--- config.mk ---
export PLATFORM = sky130hd
export DESIGN_NAME = pipeline_ctrl
export DESIGN_NICKNAME = d
export VERILOG_FILES = /design/src/rtl/pipeline_ctrl.sv
export SDC_FILE = /design/constraint.sdc
export NUM_CORES = 1
export LEC_CHECK = 0
export BUFFER_PORTS_ARGS = -buffer_cell sky130_fd_sc_hd__buf_4
export CELL_PAD_IN_SITES_DETAIL_PLACEMENT = 1
export CELL_PAD_IN_SITES_GLOBAL_PLACEMENT = 2
export CORE_MARGIN = 5
export CORE_UTILIZATION = 29
export CTS_CLUSTER_DIAMETER = 100
export DETAILED_ROUTE_END_ITERATION = 8
export GPL_TIMING_DRIVEN = 0
export PLACE_DENSITY_LB_ADDON = 0.08
export SYNTH_ARGS = -nofsm -noshare
export SYNTH_HDL_FRONTEND = slang
export SYNTH_SLANG_ARGS = --single-unit
--- constraint.sdc ---
create_clock -name clk -period 2.7 [get_ports clk]
set_input_delay 0.54 -clock clk [delete_from_list [all_inputs] [get_ports clk]]
set_output_delay 0.54 -clock clk [all_outputs]
set_load 0.01 [all_outputs]
--- src/rtl/pipeline_ctrl.sv ---
// Stall/flush controller for the 5-stage pipeline: merges stall requests into
// the per-register stall vector and sequences (possibly deferred) exception flushes.
module pipeline_ctrl #(
    parameter int CNT_W = 32
) (
    input  logic             clk,
    input  logic             rst,
    input  logic             stallreq_if,
    input  logic             stallreq_id,
    input  logic             stallreq_ex,
    input  logic             stallreq_mem,
    input  logic             excp_valid,
    input  logic [31:0]      excp_pc,
    input  logic             cnt_clr,
    output logic [5:0]       stall_o,
    output logic             flush_o,
    output logic [31:0]      new_pc_o,
    output logic [CNT_W-1:0] stall_cycles_o
);

    typedef enum logic [1:0] {
        IDLE,
        PEND,
        FLUSH
    } state_e;

    state_e            state_q, state_d;
    logic [31:0]       pc_q, pc_d;
    logic              flush_q, flush_d;
    logic [CNT_W-1:0]  cnt_q, cnt_d;
    logic [5:0]        req_stall;

    // Deepest requesting stage wins; it holds itself and everything upstream.
    always_comb begin
        if (stallreq_mem)      req_stall = 6'b011111;
        else if (stallreq_ex)  req_stall = 6'b001111;
        else if (stallreq_id)  req_stall = 6'b000111;
        else if (stallreq_if)  req_stall = 6'b000011;
        else                   req_stall = 6'b000000;
    end

    always_comb begin
        // NOTE: every signal gets a default first so no path leaves it unassigned (no latch).
        state_d = state_q;
        pc_d    = pc_q;
        unique case (state_q)
            IDLE: begin
                if (excp_valid) begin
                    pc_d    = excp_pc;
                    state_d = stallreq_mem ? PEND : FLUSH;
                end
            end
            PEND:    if (!stallreq_mem) state_d = FLUSH;
            FLUSH:   state_d = IDLE;
            default: state_d = IDLE;
        endcase
        flush_d = (state_d == FLUSH);
    end

    // An exception waiting on MEM keeps MEM and everything upstream frozen.
    always_comb begin
        if (rst) begin
            stall_o = 6'b000000;
        end else begin
            unique case (state_q)
                IDLE:    stall_o = req_stall;
                PEND:    stall_o = 6'b011111;
                default: stall_o = 6'b000000;
            endcase
        end
    end

    always_comb begin
        if (cnt_clr)                        cnt_d = '0;
        else if (stall_o[0] && cnt_q != '1) cnt_d = cnt_q + CNT_W'(1);
        else                                cnt_d = cnt_q;
    end

    // NOTE: state registers use non-blocking assignments so all flops update together at the edge.
    always_ff @(posedge clk) begin
        if (rst) begin
            state_q <= IDLE;
            pc_q    <= '0;
            flush_q <= 1'b0;
            cnt_q   <= '0;
        end else begin
            state_q <= state_d;
            pc_q    <= pc_d;
            flush_q <= flush_d;
            cnt_q   <= cnt_d;
        end
    end

    assign flush_o        = flush_q & ~rst;
    assign new_pc_o       = pc_q;
    assign stall_cycles_o = cnt_q;

endmodule

* After elaboration in Yosys (flattened, before gate mapping)
Cells that the tools add are included.
Storage, ports and cells: register bits after elaboration 67, input port bits 40, output and inout port bits 71, logic and storage cells 24
Cells by class: $add $sub $neg 1, equality and inequality tests 3, mux-type cells 10, bitwise logic cells 2, reductions and logical operators 4
Operator list (count):
- 32-bit by 1-bit adder with 32-bit output, second input constant | 1
- 32-bit != test, second input constant | 1
- 6-bit case mux with 2 select lines | 1
- 2-bit two-way mux | 4
- 6-bit two-way mux | 1
- 5-bit two-way mux | 1
- 4-bit two-way mux | 1
- 2-bit case mux with 2 select lines | 1
- 3-bit two-way mux | 1
- 2-bit by 1-bit == test with 1-bit output, second input constant | 1
- 2-bit == test, second input constant | 1
- 2-bit logical NOT | 1
- 2-bit AND reduction | 1
- 2-bit OR reduction | 1
- 1-bit bitwise AND | 1
- 1-bit logical AND | 1
- 1-bit inverter | 1

* Logic depth before layout (Yosys ltp)
word-level depth 7, gate-level depth with buffers 8, mapped depth without buffers 6

* Worst setup path before layout
OpenSTA, ideal clock, no wires.
kind input -> output, start input stallreq_mem, end output stall_o[1], data arrival time 1668 ps, data required time 2160 ps, path slack 492 ps, cell stages on the path 4, path buffers 1, cells stage by stage or4_4 > o21ai_2 > inv_1 > buf_4
Between the ends: cells in the longest elaborated chain, start to end 3
Ends and longest elaborated chain:
- start, declared | line 11 | input logic stallreq_mem,
- 5-bit two-way mux | line 35 | if (stallreq_mem) req_stall = 6'b011111;
- 6-bit case mux with 2 select lines | line 65 | unique case (state_q)
- 6-bit two-way mux | line 62 | if (rst) begin
- end, declared | line 15 | output logic [5:0] stall_o,
Every way passes these cells.

* Final worst setup path
start register state_q[0], end output stall_o[1]
Between the ends: cells in the longest elaborated chain, start to end 3
Ends and longest elaborated chain:
- start, declared | line 27 | state_e state_q, state_d;
- start signal, assigned | line 87 | state_q <= state_d;
- 2-bit by 1-bit == test with 1-bit output / 2-bit logical NOT (equally long branches) | line 65
- 6-bit case mux with 2 select lines * | line 65
- 6-bit two-way mux * | line 62
Mark *: on every way between the ends. The rest lies on a longest branch, timed or not.

==> run_results.csv <==
group,metric,value,unit
die,dieArea,12300,um2
die,io_pins,111,
die,initial_utilization,30.0,%
cts,cts.path.max_buffers,2,
synthesis,synthMuxAreaShare,0.677,%
synthesis,synth_flop_cell,"dfxtp_1",
route,ant_nets,0,
timing,setup_viol,0,
global_routing,grt_pass1_wl,16300,um
route,first_iter_violations,106,
cells_and_area,area.sequential,1340,um2
synthesis,synth_adder_area_share,0.423,%
global_routing,first_global_vias,3252,
worst_setup_path,cp.required,2.16,ns
cells_and_area,area_growth,40.4,%
route,vias,3142,
placement,dp_hpwl,7600,um
min_path,hold_path.class,"in2reg",
pwr,power.leakage,1.65,nW
synthesis,synth_top_family_by_area,"simple AND/OR/NAND/NOR gates",
die,num_rows,36,
synthesis,synth-seq-area-share,45.3,%
timing,period_needed,2.59,ns
pwr,power.total,2.13,mW
timing,clock_skew,0.0100,ns
worst_setup_path,crit_fanout,9,
worst_setup_path,start_kind,"flip-flop",
route,firstDrtPassIters,4,
synthesis,synth_xor_area_share,1.18,%
placement,port_buffers,109,
die,core_area,9860,um2
synthesis,synth-edff-count,0,
cts,insertion_delay,0.35,ns
outcome,outcome,"complete, no violations",
route,wire_per_inst,16.0,um
pwr,pwr_density_cell,514,nW/um2
synthesis,synthCells,364,
worst_setup_path,r2r_setup_slack,0.50,ns
global_routing,antenna_found_initial,0,
cts,cts_tree,"yes",
cts,cts_root_buffer,"clkbuf_8",
global_routing,grt_overflow,0,
global_routing,grt_max_degree,13,
cells_and_area,nNetsFinal,525,
worst_setup_path,crit_type,"reg2out",
synthesis,synth_compound_area_share,18.0,%
timing,setup_ws,0.106,ns
cells_and_area,multi_input_area,1510,um2
timing,final_hold_viol_count,0,
route,wl,9940,um
synthesis,synthArstFlopShare,0,%
cells_and_area,utilization,42.1,%
synthesis,syn_area_per_cell,8.13,um2
cts,path_clk_slew,0.07,ns
timing,rsz0062_at_grt,"no",
route,drc,0,
worst_setup_path,critPathCaptureType,"output pin",
cts,htreeDepth,3,
synthesis,synth_cell_type_count,45,
placement,place_congestion,0.769,
worst_setup_path,arrival,2.05,ns
synthesis,synth_nets,405,
route,vias_per_cell,5.05,
pwr,irDropWorstVdd,0.000232,V
timing,finalCritPeriodShare,96.1,%
cells_and_area,insertedDiodeCount,0,
timing,max_freq,386,MHz
synthesis,synth-simple-area-share,30.4,%
die,die_y,111,um
flow_run,drv_cap,0,
cts,numCtsBuffers,9,
cells_and_area,n_fill_cell,1217,
timing,slew-limit-headroom,57.0,%
synthesis,yosysWarnings,0,
global_routing,grt_usage,16.1,%
timing,slew_violations,0,
cts,cts_sinks,67,
timing,whs,0.399,ns
synthesis,synth-seq-cells,67,
timing,tightest_slew,0.645,ns
cells_and_area,drive_gt1_share,28.8,%
placement,placement.setup.worst_slack,0.00248,ns
cts,postCtsSetupBuffers,0,
die,die_w,111,um
synthesis,netlist_area,2960,um2
worst paths after layout:
path	depth (start not counted)	startpoint	to
worst max-delay path	5	state_q[0]	stall_o[1]
worst min-delay path	2	stallreq_mem	state_q[1]
worst max register to register	6	stall_cycles_o[0]	stall_cycles_o[21]
worst min register to register	2	new_pc_o[6]	new_pc_o[6]
where the power goes:
group          switching [mW]  internal (mW)  leakage, nW
Combinational           0.128          0.114         1.00
Clock                   0.402          0.451        0.102
Sequential             0.0180           1.02        0.545
Total                   0.548           1.59         1.65
cell families (layout without fill, tap and decap cells):
logic type | Yosys count | in the layout
xor gates and xnor gates | 4 | 4
and+or+nand+nor | 176 | 176
DFF | 67 | 67
muxes | 2 | 2
buffers and inverters | 24 | 149
AOI/OAI and AO/OA | 89 | 89
adders and majority gates | 1 | 1
other | 1 | 1
flip-flops by register name, summed over array words and instances, names as in the netlist:
signal and cells:
state_q 2, stall_cycles_o 32, new_pc_o 32, flush_q 1
repair_timing:
item,CTS,global route
endpoints found under the setup margin,1,0
resized for setup,1,0
hold buffers,0,0
metal layers:
layer / vias up / share of wire (%) / track usage (%)
met4: 0 / 1.6 / 6.65
met1: 1496 / 43 / 18.9
li1: 1552 / - / -
met2: 82 / 48 / 26.3
met5: - / 0 / 0
met3: 12 / 7.1 / 6.28
worst max-delay path: stages, from the launching register on:
cell and delay [ns]:
dfxtp_1 0.35, or4_4 0.58, o21ai_4 0.28, inv_1 0.20, buf_4 0.17, buf_4 0.13
cell type report:
type                       count  area share (%)
clock buffer                  10            3.31
inverter                       4           0.362
tap                          133            4.01
clock inverter                 6            1.57
multi-input combinational    273            36.4
timing repair buffer         109            19.7
sequential                    67            32.3
buffer                        20            2.38
through the flow:
| stage | cells | area, um2 | setup TNS [ns] |
|---|---|---|---|
| 2_1_floorplan | 364 | 2960 | 0 |
| 3_3_place_gp | 606 | 3940 | -0.0112 |
| 3_5_place_dp | 606 | 3940 | 0 |
| 4_1_cts | 622 | 4150 | 0 |
| 5_1_grt | 622 | 4150 | 0 |
| 6_report | 622 | 4150 | 0 |
synth_stat cells (all sizes together) (2+ instances only):
library cell  number  area (um2)
a21oi             53         265
a31oi              2        12.5
and2               3        18.8
and4              11         101
buf                7        50.0
clkbuf            13        48.8
dfxtp             67        1340
inv                4        15.0
mux2i              2        20.0
nand2             79         297
nand3             13        65.1
nand4             14        87.6
nand4b             2        23.8
nor2              17        63.8
nor3               7        40.0
nor4               2        12.5
o211a              2        27.5
o211ai             2        15.0
o21a               2        15.0
o21ai             16        83.8
o311ai             2        32.5
o31a               2        17.5
o31ai              6        45.0
or2                2        12.5
or3               15        93.8
or4                8        63.8
xnor2              3        26.3
placed cells by master, fill, tap and decap left out, drive strengths merged:
cell	Yosys	routed
a211oi	1	1
a21oi	53	53
a31oi	2	2
a41o	1	1
and2	3	3
and3	1	1
and4	11	11
buf	7	116
bufinv	0	1
clkbuf	13	23
clkinv	0	4
clkinvlp	0	1
conb	1	1
dfxtp	67	67
ha	1	1
inv	4	4
mux2i	2	2
nand2	79	79
nand3	13	13
nand4	14	14
nand4b	2	2
nor2	17	17
nor2b	1	1
nor3	7	7
nor3b	1	1
nor4	2	2
o211a	2	2
o211ai	2	2
o21a	2	2
o21ai	16	16
o311ai	2	2
o31a	2	2
o31ai	6	6
or2	2	2
or3	15	15
or4	8	8
xnor2	3	3
xor2	1	1
(Power assumes the default switching activity.)
